--- config.mk ---
export PLATFORM = sky130hd
export DESIGN_NAME = seq_multiplier
export DESIGN_NICKNAME = d
export VERILOG_FILES = /design/src/rtl/seq_multiplier_pkg.sv /design/src/rtl/seq_mul_sign_mag.sv /design/src/rtl/seq_multiplier.sv
export SDC_FILE = /design/constraint.sdc
export NUM_CORES = 1
export LEC_CHECK = 0
export BUFFER_PORTS_ARGS = -buffer_cell sky130_fd_sc_hd__buf_2
export CORE_MARGIN = 1.5
export CORE_UTILIZATION = 55
export CTS_BUF_LIST = sky130_fd_sc_hd__clkbuf_8
export CTS_CLUSTER_DIAMETER = 200
export DETAILED_ROUTE_END_ITERATION = 10
export HOLD_SLACK_MARGIN = 0.1
export MAX_ROUTING_LAYER = met4
export PLACE_DENSITY = 0.79
export SLEW_MARGIN = 20
export SYNTH_ARGS = -nofsm -noshare
export SYNTH_HDL_FRONTEND = slang
export SYNTH_HIERARCHICAL = 1
export SYNTH_SLANG_ARGS = --single-unit
--- constraint.sdc ---
create_clock -name clk -period 3.2 [get_ports clk]
set_clock_uncertainty 0.15 [all_clocks]
set_input_delay 0.64 -clock clk [delete_from_list [all_inputs] [get_ports clk]]
set_output_delay 0.64 -clock clk [all_outputs]
set_load 0.1 [all_outputs]
--- src/rtl/seq_multiplier_pkg.sv ---
// Shared definitions for the sequential shift-add multiplier: FSM encoding,
// default operand width and the iteration-counter width helper.
package seq_multiplier_pkg;

    typedef enum logic [1:0] {
        S_IDLE = 2'd0,
        S_RUN  = 2'd1,
        S_DONE = 2'd2
    } state_t;

    localparam int DEFAULT_WIDTH = 4;

    // Wide enough to hold the value WIDTH itself, not just WIDTH-1.
    function automatic int cnt_width(input int width);
        return $clog2(width) + 1;
    endfunction

endpackage

--- src/rtl/seq_mul_sign_mag.sv ---
// Combinational two's-complement to sign/magnitude converter. With mode=0 the
// MSB is not treated as a sign and neg_in alone decides whether to negate.
module seq_mul_sign_mag #(
    parameter int W = 4
) (
    input  logic [W-1:0] value,
    input  logic         mode,
    input  logic         neg_in,
    output logic [W-1:0] mag,
    output logic         neg
);

    always_comb begin
        neg = mode ? value[W-1] : neg_in;
        // The most-negative input negates to itself, which reads correctly as
        // the unsigned magnitude 2^(W-1).
        mag = neg ? (~value + W'(1)) : value;
    end

endmodule

--- src/rtl/seq_multiplier.sv ---
// Multi-cycle shift-add multiplier with start/busy/done handshake. Signed
// operands are multiplied as magnitudes and the sign is reapplied at the end.
module seq_multiplier
    import seq_multiplier_pkg::*;
#(
    parameter int WIDTH = DEFAULT_WIDTH
) (
    input  logic               clk,
    input  logic               rst,
    input  logic               start,
    input  logic               signed_mode,
    input  logic [WIDTH-1:0]   a,
    input  logic [WIDTH-1:0]   b,
    output logic               busy,
    output logic               done,
    output logic [2*WIDTH-1:0] product,
    output logic [2*WIDTH-1:0] magnitude,
    output logic               sign
);

    localparam int CW = cnt_width(WIDTH);
    localparam int PW = 2 * WIDTH;

    state_t           state;
    logic [WIDTH-1:0] mcand;
    logic [WIDTH-1:0] mplier;
    logic [PW-1:0]    acc;
    logic [CW-1:0]    cnt;
    logic             neg_op;

    logic [WIDTH-1:0] mag_a;
    logic [WIDTH-1:0] mag_b;
    logic             neg_a;
    logic             neg_b;
    logic [PW-1:0]    addend;
    logic [PW-1:0]    acc_next;
    logic [PW-1:0]    prod_next;
    logic             sign_req;
    logic             sign_next;
    logic             last;

    seq_mul_sign_mag #(.W(WIDTH)) u_mag_a (
        .value  (a),
        .mode   (signed_mode),
        .neg_in (1'b0),
        .mag    (mag_a),
        .neg    (neg_a)
    );

    seq_mul_sign_mag #(.W(WIDTH)) u_mag_b (
        .value  (b),
        .mode   (signed_mode),
        .neg_in (1'b0),
        .mag    (mag_b),
        .neg    (neg_b)
    );

    always_comb begin
        addend   = mplier[0] ? ({{WIDTH{1'b0}}, mcand} << cnt) : '0;
        acc_next = acc + addend;
        // A zero product is never reported as negative.
        sign_req = neg_op && (acc_next != '0);
        last     = (cnt == CW'(WIDTH - 1));
    end

    // Same negation path, bypass mode: negate the final magnitude on request.
    seq_mul_sign_mag #(.W(PW)) u_neg_p (
        .value  (acc_next),
        .mode   (1'b0),
        .neg_in (sign_req),
        .mag    (prod_next),
        .neg    (sign_next)
    );

    always_ff @(posedge clk or posedge rst) begin
        if (rst) begin
            state     <= S_IDLE;
            mcand     <= '0;
            mplier    <= '0;
            acc       <= '0;
            cnt       <= '0;
            neg_op    <= 1'b0;
            busy      <= 1'b0;
            done      <= 1'b0;
            product   <= '0;
            magnitude <= '0;
            sign      <= 1'b0;
        end else begin
            case (state)
                S_IDLE, S_DONE: begin
                    done <= 1'b0;
                    if (start) begin
                        mcand  <= mag_a;
                        mplier <= mag_b;
                        neg_op <= neg_a ^ neg_b;
                        acc    <= '0;
                        cnt    <= '0;
                        busy   <= 1'b1;
                        state  <= S_RUN;
                    end else begin
                        state  <= S_IDLE;
                    end
                end
                S_RUN: begin
                    acc    <= acc_next;
                    mplier <= mplier >> 1;
                    cnt    <= cnt + CW'(1);
                    if (last) begin
                        busy      <= 1'b0;
                        done      <= 1'b1;
                        magnitude <= acc_next;
                        sign      <= sign_next;
                        product   <= prod_next;
                        state     <= S_DONE;
                    end
                end
                default: begin
                    busy  <= 1'b0;
                    done  <= 1'b0;
                    state <= S_IDLE;
                end
            endcase
        end
    end

endmodule

==> run metrics <==
status=finished with violations; failing checks=setup timing; global-route wire length before repair=about 10,000 um; grt ovf=0; initial DRC count=between 100 and 150; Global Route Usage Sum=0.2621; Via Count=2,286; synth cell count leaders=nand2_1, dfrtp_1, inv_1; RSZ-0062 raised after global routing=yes; required time of the critical path=~3.3 ns; WL final=6471 um; fin nets=about 380; type of origin of the critical path=flop; synth unique cells=42; largest net degree at the start of global routing=41; crit path max fanout=6; final setup TNS=-2.670 ns; DIE HEIGHT=between 70 and 80 um; synthesis-to-finish area growth=26.59%; Vias/cell=5.562; Final ANT Viol Nets=0; Seq cells post-synth=40; R2R setup slack=-0.40 ns; Final WS setup=-0.4048 ns; TritonCTS buffer count=5; core footprint=0.004414 mm2; post-synth top area cell=dfrtp_1; ranking of synthesized cells by area=dfrtp_1, nand2_1, ha_1, mux2i_1, mux2_2; top-count cell post-synth=nand2_1; Max Cap Violations=0; Crit. End Element=flop; TritonRoute pass-1 iters=4; Main synth FF type=dfrtp_1; Peak Freq=277.4 MHz; Slew @ Worst Pin=roughly 0.9 ns; Mapped Area=about 0.0026 mm2; # port buffers=30; std cell rows=24; CP arrival=approximately 3.7 ns; worst setup path category=flop to flop; ys async rst share=1.000; reg2reg start=cnt[0]; hold-fix buffers at CTS=0; clk buf depth=2; GP Congestion=around 0.86; full die area=0.005082 mm2; Initial Util=0.5811; HPWL Detailed=4062 um; fin util=0.7355; worst skew pair latency=roughly 0.3 ns; vias in the first global route=between 2,000 and 2,500; Synth Area per Inst=roughly 8.8 um2; Post-Synthesis Cells=roughly 290; pre-CTS setup slack=-0.2426 ns; Post-synth EDFFs=0; CTS H-tree depth=2; synth warn=6; CTS tree=built; die width=71.29 um; Max transition margin=0.3953; antenna violations before repair=0; final setup violation count=8; Final Cycle Share=1.127; Hold Crit Class=input pin to async pin; antenna cells=0; FF-to-FF path depth=19; register area share after synthesis=0.3902; DRC viols=0; CTS Sinks=40; Synth top area share=0.3902; Final min period=around 3.6 ns; Routed WL per cell=roughly 16 um; Ports=31; fin. max-slew vios=0; CTS Root Cell=clkbuf_8; Worst-path clk slew=~0.08 ns; fraction of layout cells with a size suffix above 1=0.3175; final hold viol count=0; Worst R2R End=product[7]
## logic make-up after synthesis
logic type	Yosys count	share of synthesized area
XOR/XNOR	17	0.06098
multiplexers	22	0.09707
AND/OR/NAND/NOR	98	0.1707
other	1	0.001462
adder cells (fa/ha/maj)	13	0.06634
AO/OA/AOI/OAI	58	0.1444
buffers and inverters	42	0.06878
flip-flops	40	0.3902
## layout by cell type, fill, tap and decap left out, types with 3 or more instances in the layout
master    count
a22o_1        5
clkbuf_8      6
nor2b_1       7
a21oi_1       8
a21oi_2       3
a31oi_2       3
mux2i_1      10
conb_1        7
a21o_1        4
nand3_1       5
o21ai_0      20
inv_2         3
nor3_1        5
dfrtp_1      38
a211oi_1      3
nand2_1      53
xnor2_1       8
inv_1        23
mux2_2        9
nor2_1       15
xor2_1        7
buf_4        38
ha_1         10
buf_2        30
## layer usage
metal  share of wire  track usage  vias up
met3           0.044      0.04641       22
met5               0            -        -
met1            0.40       0.3245     1088
li1                -            -     1095
met2            0.53       0.4290       81
met4           0.026       0.1006        0
## area by class of cell
| cell class | count | area, um2 |
|---|---|---|
| sequential | 40 | 1003 |
| fill | 322 | 1167 |
| clock buffer | 6 | 82.58 |
| inverter | 26 | 97.59 |
| multi-input combinational | 215 | 1501 |
| timing repair buffer | 70 | 457.9 |
| tap | 52 | 65.06 |
| clock inverter | 2 | 38.79 |
## metrics by stage
step | instance area (um2) | cells | hold slack, ns
after floorplan | 2634 | 297 | 0.3264
after CTS | 3177 | 406 | 0.3183
after detailed placement | 2955 | 389 | 0.3070
after global routing | 3247 | 411 | 0.3635
after global placement | 2955 | 389 | 0.3050
final | 3247 | 411 | 0.3096
## worst max-delay path, cell delays in order, from the launching register on
cell	delay (ns)
dfrtp_2	0.45
buf_4	0.16
a21oi_1	0.16
a21oi_1	0.10
o211a_1	0.25
ha_1	0.35
buf_4	0.18
a21o_1	0.16
a21o_1	0.21
xnor2_2	0.22
inv_1	0.09
buf_4	0.15
buf_4	0.13
buf_4	0.12
buf_4	0.13
inv_1	0.11
a31oi_2	0.10
xor2_1	0.18
nand2_1	0.06
nand2_1	0.05
## how the worst max path moves through the flow
stage / slack [ns] / cells past startpoint / to / from
final: -0.40 / 19 / product[7] / cnt[0]
after global routing: -0.47 / 18 / product[7] / cnt[1]
after CTS: -0.09 / 19 / product[4] / cnt[0]
after detailed placement: -0.24 / 19 / product[7] / cnt[0]
after global placement: -0.20 / 19 / product[7] / cnt[0]
after floorplan: -0.10 / 18 / product[1] / cnt[0]
## sequential cells by signal (all words and copies together) (netlist names)
signal	count
mplier	4
acc	8
state	2
mcand	4
magnitude	8
neg_op	1
busy	1
cnt	3
product	8
sign	1
## repair_timing
item,in CTS,in global routing
resized for setup,9,8
pin swaps,3,6
setup buffers,9,5
setup endpoints to repair,8,8
Power is left out: the tool's default activity adds up to more than one toggle a clock period on the data nets, which glitch-free logic cannot reach.
